[config.mk]
export PLATFORM = sky130hd
export DESIGN_NAME = tiny_mips
export DESIGN_NICKNAME = d
export VERILOG_FILES = /design/src/rtl/tiny_mips_pkg.sv /design/src/rtl/tiny_mips_alu.sv /design/src/rtl/tiny_mips.sv
export SDC_FILE = /design/constraint.sdc
export NUM_CORES = 1
export LEC_CHECK = 0
export CORE_MARGIN = 2
export CORE_UTILIZATION = 55
export CTS_BUF_LIST = sky130_fd_sc_hd__clkbuf_8 sky130_fd_sc_hd__clkbuf_16
export DETAILED_ROUTE_END_ITERATION = 8
export GPL_ROUTABILITY_DRIVEN = 0
export HOLD_SLACK_MARGIN = 0.15
export PLACE_DENSITY = 0.78
export SLEW_MARGIN = 30
export SYNTH_ARGS = -nofsm -noshare
export SYNTH_HDL_FRONTEND = slang
export SYNTH_SLANG_ARGS = --single-unit
[constraint.sdc]
create_clock -name clk -period 12.25 [get_ports clk]
set_clock_uncertainty 0.1 [all_clocks]
set_input_delay 3.0625 -clock clk [delete_from_list [all_inputs] [get_ports clk]]
set_output_delay 3.0625 -clock clk [all_outputs]
set_load 0.05 [all_outputs]
[src/rtl/tiny_mips_pkg.sv]
// Shared definitions for the TinyMIPS core: widths, instruction field positions,
// opcodes, FSM state encoding and small decode helpers.
// Build option: TINYMIPS_MUL_EN enables the MUL opcode (0010); otherwise it is a NOP.
package tiny_mips_pkg;

    localparam int unsigned DataW   = 16;
    localparam int unsigned NumRegs = 8;
    localparam int unsigned RegIdxW = 3;

    // Instruction field positions
    localparam int unsigned OpHi   = 15;
    localparam int unsigned OpLo   = 12;
    localparam int unsigned RaHi   = 11;
    localparam int unsigned RaLo   = 9;
    localparam int unsigned RbHi   = 8;
    localparam int unsigned RbLo   = 6;
    localparam int unsigned RcHi   = 5;
    localparam int unsigned RcLo   = 3;
    localparam int unsigned Imm6Hi = 5;
    localparam int unsigned Imm9Hi = 8;

    // Opcodes
    localparam logic [3:0] OpWait = 4'h0;
    localparam logic [3:0] OpAddi = 4'h1;
    localparam logic [3:0] OpMul  = 4'h2;
    localparam logic [3:0] OpAdd  = 4'h3;
    localparam logic [3:0] OpNand = 4'h4;
    localparam logic [3:0] OpSrl  = 4'h5;
    localparam logic [3:0] OpCp   = 4'h6;
    localparam logic [3:0] OpCpi  = 4'h7;
    localparam logic [3:0] OpBeq  = 4'h8;
    localparam logic [3:0] OpBlt  = 4'h9;
    localparam logic [3:0] OpLd   = 4'hA;
    localparam logic [3:0] OpSt   = 4'hB;

    typedef enum logic [1:0] {
        StFetch  = 2'd0,
        StDecode = 2'd1,
        StExec   = 2'd2,
        StMem    = 2'd3
    } state_t;

    function automatic logic [DataW-1:0] sext6(input logic [5:0] v);
        return {{(DataW - 6){v[5]}}, v};
    endfunction

    // Opcodes whose EXEC cycle writes the ALU result into rA
    function automatic logic writes_rf(input logic [3:0] op);
        case (op)
            OpAddi, OpAdd, OpNand, OpSrl, OpCp, OpCpi: return 1'b1;
`ifdef TINYMIPS_MUL_EN
            OpMul: return 1'b1;
`endif
            default: return 1'b0;
        endcase
    endfunction

endpackage

[src/rtl/tiny_mips_alu.sv]
// Combinational ALU for the TinyMIPS core: arithmetic/logic result and branch decision.
// Build option: TINYMIPS_MUL_EN adds the 16x16 multiplier for opcode 0010.
module tiny_mips_alu
    import tiny_mips_pkg::*;
(
    input  logic [3:0]       op_i,
    input  logic [DataW-1:0] a_i,
    input  logic [DataW-1:0] b_i,
    input  logic [DataW-1:0] imm_i,
    output logic [DataW-1:0] result_o,
    output logic             taken_o
);

    // Decode opcode into a result word and a branch-taken flag
    always_comb begin
        result_o = '0;
        taken_o  = 1'b0;
        case (op_i)
            OpAddi: result_o = a_i + imm_i;
`ifdef TINYMIPS_MUL_EN
            OpMul:  result_o = a_i * b_i;
`endif
            OpAdd:  result_o = a_i + b_i;
            OpNand: result_o = ~(a_i & b_i);
            OpSrl:  result_o = a_i >> b_i[3:0];
            OpCp:   result_o = a_i;
            OpCpi:  result_o = imm_i;
            OpBeq:  taken_o  = (a_i == b_i);
            OpBlt:  taken_o  = (a_i < b_i);
            default: ;
        endcase
    end

endmodule

[src/rtl/tiny_mips.sv]
// TinyMIPS multicycle core: FETCH/DECODE/EXEC/MEM FSM, PC, IR and an 8x16 register
// file sharing one synchronous single-port RAM for instructions and data.
// Build option: TINYMIPS_MUL_EN enables MUL (see tiny_mips_alu / tiny_mips_pkg).
module tiny_mips
    import tiny_mips_pkg::*;
#(
    parameter int unsigned SIZE = 8
) (
    input  logic             clk,
    input  logic             rst,
    input  logic [DataW-1:0] data_fromRAM,
    output logic             wrEn,
    output logic [SIZE-1:0]  addr_toRAM,
    output logic [DataW-1:0] data_toRAM
);

    state_t           st, st_d;
    logic [SIZE-1:0]  PC, pc_d;
    logic [DataW-1:0] ir_q, ir_d;
    logic [DataW-1:0] RF [0:NumRegs-1];

    logic               rf_we;
    logic [RegIdxW-1:0] rf_waddr;
    logic [DataW-1:0]   rf_wdata;

    logic [3:0]         op;
    logic [RegIdxW-1:0] ra, rb, rc;
    logic [DataW-1:0]   imm6_sx, imm9_zx;
    logic               is_branch;
    logic [DataW-1:0]   alu_a, alu_b, alu_imm, alu_res;
    logic               alu_taken;
    logic [SIZE-1:0]    mem_addr, pc_inc, pc_br;

    assign op        = ir_q[OpHi:OpLo];
    assign ra        = ir_q[RaHi:RaLo];
    assign rb        = ir_q[RbHi:RbLo];
    assign rc        = ir_q[RcHi:RcLo];
    assign imm6_sx   = sext6(ir_q[Imm6Hi:0]);
    assign imm9_zx   = {{(DataW - 9){1'b0}}, ir_q[Imm9Hi:0]};
    assign is_branch = (op == OpBeq) || (op == OpBlt);

    // Branches compare rA/rB; everything else operates on rB/rC
    assign alu_a   = is_branch ? RF[ra] : RF[rb];
    assign alu_b   = is_branch ? RF[rb] : RF[rc];
    assign alu_imm = (op == OpCpi) ? imm9_zx : imm6_sx;

    // Effective address uses only the low byte of rB
    assign mem_addr = SIZE'({8'h00, RF[rb][7:0]} + imm6_sx);
    assign pc_inc   = PC + SIZE'(1);
    assign pc_br    = PC + SIZE'(imm6_sx);

    tiny_mips_alu u_alu (
        .op_i     (op),
        .a_i      (alu_a),
        .b_i      (alu_b),
        .imm_i    (alu_imm),
        .result_o (alu_res),
        .taken_o  (alu_taken)
    );

    // State, PC, IR and register file updates; async reset clears everything
    always_ff @(posedge clk or posedge rst) begin
        if (rst) begin
            st   <= StFetch;
            PC   <= '0;
            ir_q <= '0;
            for (int i = 0; i < NumRegs; i++) begin
                RF[i] <= '0;
            end
        end else begin
            st   <= st_d;
            PC   <= pc_d;
            ir_q <= ir_d;
            if (rf_we) begin
                RF[rf_waddr] <= rf_wdata;
            end
        end
    end

    // Next-state logic and RAM-port outputs
    always_comb begin
        st_d       = st;
        pc_d       = PC;
        ir_d       = ir_q;
        rf_we      = 1'b0;
        rf_waddr   = ra;
        rf_wdata   = alu_res;
        wrEn       = 1'b0;
        addr_toRAM = PC;
        data_toRAM = '0;
        unique case (st)
            StFetch: begin
                st_d = StDecode;
            end
            StDecode: begin
                ir_d = data_fromRAM;
                st_d = StExec;
            end
            StExec: begin
                st_d = StFetch;
                pc_d = pc_inc;
                if (op == OpLd) begin
                    addr_toRAM = mem_addr;
                    pc_d       = PC;
                    st_d       = StMem;
                end else if (op == OpSt) begin
                    addr_toRAM = mem_addr;
                    data_toRAM = RF[ra];
                    wrEn       = ~rst;
                end else if (ir_q == '0) begin
                    // WAIT: re-fetch the same word until memory changes it
                    pc_d = PC;
                end else if (is_branch) begin
                    if (alu_taken) begin
                        pc_d = pc_br;
                    end
                end else begin
                    rf_we = writes_rf(op);
                end
            end
            StMem: begin
                rf_we    = 1'b1;
                rf_wdata = data_fromRAM;
                pc_d     = pc_inc;
                st_d     = StFetch;
            end
        endcase
    end

endmodule

==> Word level (Yosys, flattened, before mapping) <==
Cells that the tools add are included.
{ "word_totals": {"inputBits": 18, "output_inout_bits": 25, "word_cells": 92, "regBits": 154} }
{ "op_classes": {"mux": 41, "n_eq_ne": 16, "reduce_logical": 7, "addsub": 5, "shift": 1, "bitwise": 6, "magnitude_cmp": 5} }
{ "op_table": {"columns": ["operator", "n"], "rows": [
  ["2-to-1 mux 16 bit", 14],
  ["binary-select mux 16 bit (select 3 bit)", 3],
  ["bitwise mux 128 bit", 1],
  ["one-hot mux 16 bit (6 select lines)", 1],
  ["2-to-1 mux 8 bit", 8],
  ["demux 16 bit (select 3 bit)", 1],
  ["adder 16 bit", 2],
  ["AND 16 bit", 1],
  ["equality test 16 bit", 1],
  ["equality test 4 x 3 -> 1 bit (second input constant)", 4],
  ["equality test 4 bit (second input constant)", 4],
  ["logical NOT 16 bit", 1],
  ["< comparator 16 bit", 1],
  ["NOT 16 bit", 1],
  ["one-hot mux 8 bit (2 select lines)", 1],
  ["right shift 16 x 4 -> 16 bit", 1],
  [">= comparator 4 bit (second input constant)", 3],
  ["NOT 3 -> 4 bit", 3],
  ["adder 8 x 1 -> 8 bit (second input constant)", 1],
  ["adder 8 x 6 -> 8 bit", 1],
  ["adder 8 bit", 1],
  ["2-to-1 mux 1 bit", 8],
  ["one-hot mux 2 bit (4 select lines)", 1],
  ["OR reduction 6 bit", 1],
  ["15 further kinds", 17]
]} }

==> Logic depth before layout (Yosys ltp) <==
{ "logic_depth": {"word_depth": 13, "mapped_depth": 19, "depth_no_buf": 16} }

==> By module <==
Synthesis repeated with hierarchy kept, for this count alone.
{ "unflattened": {"hier_cells": 1366, "area_unflattened_um2": 12693.4} }
{ "by_module_without_submodules": {"columns": ["module", "cells_each", "area_each_um2", "seq_area_each_um2", "n_inst"], "rows": [
  ["tiny_mips", 995, 9985.8, 3853.7, 1],
  ["tiny_mips_alu", 371, 2707.6, 0.0, 1]
]} }

==> Worst setup path after synthesis <==
No wires, ideal clock.
{ "synth_timing": {"path_kind": "input to output", "from": "input port rst", "to": "output port wrEn", "t_required_ns": 9.087, "path_slack_ns": 5.371, "cell_stages": 1, "arrival_ns": 3.716, "n_path_buf": 0, "path_cell_list": "nor2_1"} }
{ "synth_between": {"elab_chain_cells": 4} }
{ "synth_lines": {"columns": ["item", "line", "text"], "rows": [
  ["from (decl)", "tiny_mips.sv:10", "input logic rst,"],
  ["NOT 1 bit", "tiny_mips.sv:109", "wrEn = ~rst;"],
  ["2-to-1 mux 1 bit", "tiny_mips.sv:106", "end else if (op == OpSt) begin"],
  ["2-to-1 mux 1 bit", "tiny_mips.sv:102", "if (op == OpLd) begin"],
  ["2-to-1 mux 1 bit", "tiny_mips.sv:91", "unique case (st)"],
  ["to (decl)", "tiny_mips.sv:12", "output logic wrEn,"]
]} }
Every way passes these cells.

==> Worst setup path after layout <==
{ "layout_timing": {"from": "register ir_q[7]", "to": "output port addr_toRAM[7]"} }
{ "layout_between": {"elab_chain_cells": 8} }
{ "layout_lines": {"columns": ["item", "line", "text"], "rows": [
  ["from (decl)", "tiny_mips.sv:19", "logic [DataW-1:0] ir_q, ir_d;"],
  ["from (signal assigned)", "tiny_mips.sv:73", "ir_q <= ir_d;"],
  ["NOT 3 -> 4 bit (not written as such) (*)", "tiny_mips.sv:48", "assign mem_addr = SIZE'({8'h00, RF[rb][7:0]} + imm6_sx);"],
  ["binary-select mux 16 bit (select 3 bit) (*)", "tiny_mips.sv:48", null],
  ["2-to-1 mux 16 bit (not written as such) (*) (2 in series)", "tiny_mips.sv:48", null],
  ["adder 8 x 6 -> 8 bit (*)", "tiny_mips.sv:48", null],
  ["2-to-1 mux 8 bit", "tiny_mips.sv:106", null],
  ["2-to-1 mux 8 bit (*)", "tiny_mips.sv:102", null],
  ["2-to-1 mux 8 bit (*)", "tiny_mips.sv:91", null],
  ["to (decl)", "tiny_mips.sv:13", "output logic [SIZE-1:0] addr_toRAM,"]
]} }
Mark *: on every way between the ends. The rest lies on a longest branch, timed or not. The select of a mux whose other input is x is not followed.

==> impl_results.md <==
- Worst-skew pair later-pin latency: between 400 and 500 ps
- DR WL/cell: approximately 24 microns
- Nets@finish: about 1.5k
- RSZ-0062 raised after global routing: no
- Initial drt markers: between 1.5k and 2k
- Synth cell types: 74
- Syn_nets: 1496
- CP Data Required Time: ~9000 ps
- FF-to-FF path depth: 15
- Clock Path Buffers: 2
- Part of the cycle the worst path needs: approximately two thirds
- Critical path type: reg -> out
- Clock Sinks: about 150
- Least-Margin Pin Slew: approximately 1000 ps
- Port buffer count: 42
- FF-to-FF End: RF[118]$_DFFE_PP0P_
- Setup_tns: 0 ps
- Hold Path Sink: RF[64]$_DFFE_PP0P_
- # diodes: 0
- Fin. max-slew vios: 0
- CTS tree: yes
- First-pass GRT wire length: approximately 65 mm
- FP Rows: 55
- Postcts setup bufs: 0
- Initial Utilization: between 50% and 60%
- I/O pin cnt: 43
- CTS resizes: 0
- Max-cap violations: 0
- R2r startpoint: ir_q[7]$_DFFE_PP0N_
- Synth warnings: 0
- Core Area: roughly 23000 sq um
- Sequential fraction of the synthesis area: between 30% and 40%
- GRT Overall Usage: 34.2%
- CTS clk-pin slew, worst paths: about 70 ps
- Fin area: ~14000 sq um
- WHS Path Cells: 2
- R2r setup slk: roughly 6000 ps
- Pre-antenna DRT Iters: 6
- Vias in the first global route: between 10k and 15k
- Via/cell ratio: 6.78
- Htree depth: 4
- CTS hold repair buffers: 0
- Period minus WS final: around 8000 ps
- Primary FF master, synth: dfrtp_1
- Avg Cell Area, Syn: 9.08 sq um
- Endpoints failing hold: 0
- Slew HR: a little under a third
- Seq cells post-synth: 154
- Setup violations, final: 0
- Grt ovf: 0
- Via count: about 12k
- TritonCTS Buffers: 17
- Fmax: ~120 MHz
- Die area: 24600 sq um
- Post-DP HPWL: between 20 and 30 mm
- Initial antenna violation count: 0
- FFs w/ async S/R, synth: 100%
- Largest net degree at the start of global routing: 96
- Number of flops mapped to enable cells by yosys: 0
- Crit. End Element: primary output
- Proportion of layout cells with a drive suffix above 1: between 15 and 20%
- Mapped cell area: 12800 sq um
- Antenna viol nets, final: 0
- Dpl cell area: 13400 sq um
- Maximum fanout along the worst path: 29
- Drt total wl: ~40 mm
- Startpoint Class: flip-flop
- DIE WIDTH: 157 microns
- Synth-to-layout area growth: 9.27%
- DIE HEIGHT: between 150 and 200 microns
- CP Data Arrival Time: between 4000 and 5000 ps
- DR DRC count: 0
- Min-delay src: RF[64]$_DFFE_PP0P_
- Hold/Removal Path Class: reg -> reg
- Outcome: finished, final reports clean
- Cells after Synth: around 1.4k
- Root Driver: clkbuf_16
==> logic make-up (layout without fill, tap and decap cells) <==
kind of cell	count (synthesis)	after routing	synth area share, %
buffers and inverters	163	154	5.26
AO/OA/AOI/OAI	429	429	21.3
adder cells (fa/ha/maj)	65	65	6.51
XOR/XNOR	26	26	1.77
multiplexers	174	174	21.3
AND/OR/NAND/NOR	402	402	13.9
flip-flops	154	154	30.0
==> state kept, by name, summed over array words and instances, names as in the netlist <==
name,count
st,2
ir_q,16
RF,128
PC,8
==> placed cells by master, fill, tap and decap left out, types with 9 or more instances in the layout <==
cell	n
a21oi_1	74
mux2_2	57
nand2b_1	17
inv_1	51
a221oi_1	25
o21ai_1	33
nor2_1	74
nor3_1	10
nor2b_1	10
a21o_1	10
nand3_1	36
xnor2_1	20
mux4_2	71
a22oi_1	15
and2_1	11
clkdlybuf4s50_1	42
o31ai_1	9
clkbuf_16	17
dfrtp_1	149
ha_1	62
o21ai_0	155
a211oi_1	13
o211ai_1	29
mux2i_1	43
buf_4	23
nand2_1	208
==> synthesized netlist by cell type (all sizes together) (20+ instances only) <==
library cell | n | area share [%]
nand2 | 208 | 6.1
o21ai | 190 | 7.4
nand3 | 36 | 1.4
ha | 62 | 6.0
a21oi | 75 | 3.0
buf | 37 | 1.6
xnor2 | 20 | 1.4
inv | 57 | 1.7
mux4 | 71 | 12
nor2 | 76 | 2.2
mux2i | 46 | 3.8
mux2 | 57 | 5.0
clkbuf | 69 | 2.0
a221oi | 26 | 1.8
dfrtp | 154 | 30
o211ai | 29 | 1.7
==> critical path: stages, from the launching register on <==
cell and delay, ps:
dfrtp_2 480, buf_4 510, mux4_2 590, mux2i_1 350
inv_2 110, ha_1 290, a21o_1 180, a21oi_1 220
o21bai_1 100, a21oi_1 230, o21bai_1 100, a21oi_1 180
xnor2_1 80, o21ai_0 130, clkdlybuf4s50_1 840
==> final cells by class <==
type / count / area, sq um
fillers: 1927 / 8760
repair buffers: 65 / 593
clock inverters: 12 / 151
inverters: 57 / 221
clock buffers: 20 / 467
well taps: 313 / 392
multi-input cells: 1096 / 8340
flip-flops and latches: 154 / 3860
==> stage by stage <==
| stage | setup slack [ps] | hold WS (ps) | cells | util (%) |
|---|---|---|---|---|
| floorplan | 4940 | 375 | 1413 | - |
| global placement | 4610 | 404 | 1685 | 58.7 |
| detailed placement | 4570 | 413 | 1685 | 58.8 |
| CTS | 4270 | 428 | 1717 | 61.5 |
| global route | 3990 | 461 | 1717 | 61.6 |
| finish | 4230 | 432 | 1717 | 61.6 |
==> worst max-delay path by stage <==
stage | startpoint | to | cells past startpoint
4_1_cts | ir_q[7]$_DFFE_PP0N_ | addr_toRAM[7] | 14
6_report | ir_q[7]$_DFFE_PP0N_ | addr_toRAM[7] | 14
3_3_place_gp | rst | wrEn | 3
2_1_floorplan | rst | PC[0]$_DFFE_PP0P_ | 1
5_1_grt | ir_q[7]$_DFFE_PP0N_ | addr_toRAM[7] | 14
3_5_place_dp | rst | wrEn | 3
==> routing by layer <==
metal	vias up	GRT usage [%]	part of all wire, %
met4	0	16.8	4.2
met3	143	7.48	12
met2	728	52.1	45
met1	5611	46.3	39
li1	5160	-	-
met5	-	0	0
Power is left out: the tool's default activity adds up to more than one toggle a clock period on the data nets, which glitch-free logic cannot reach.
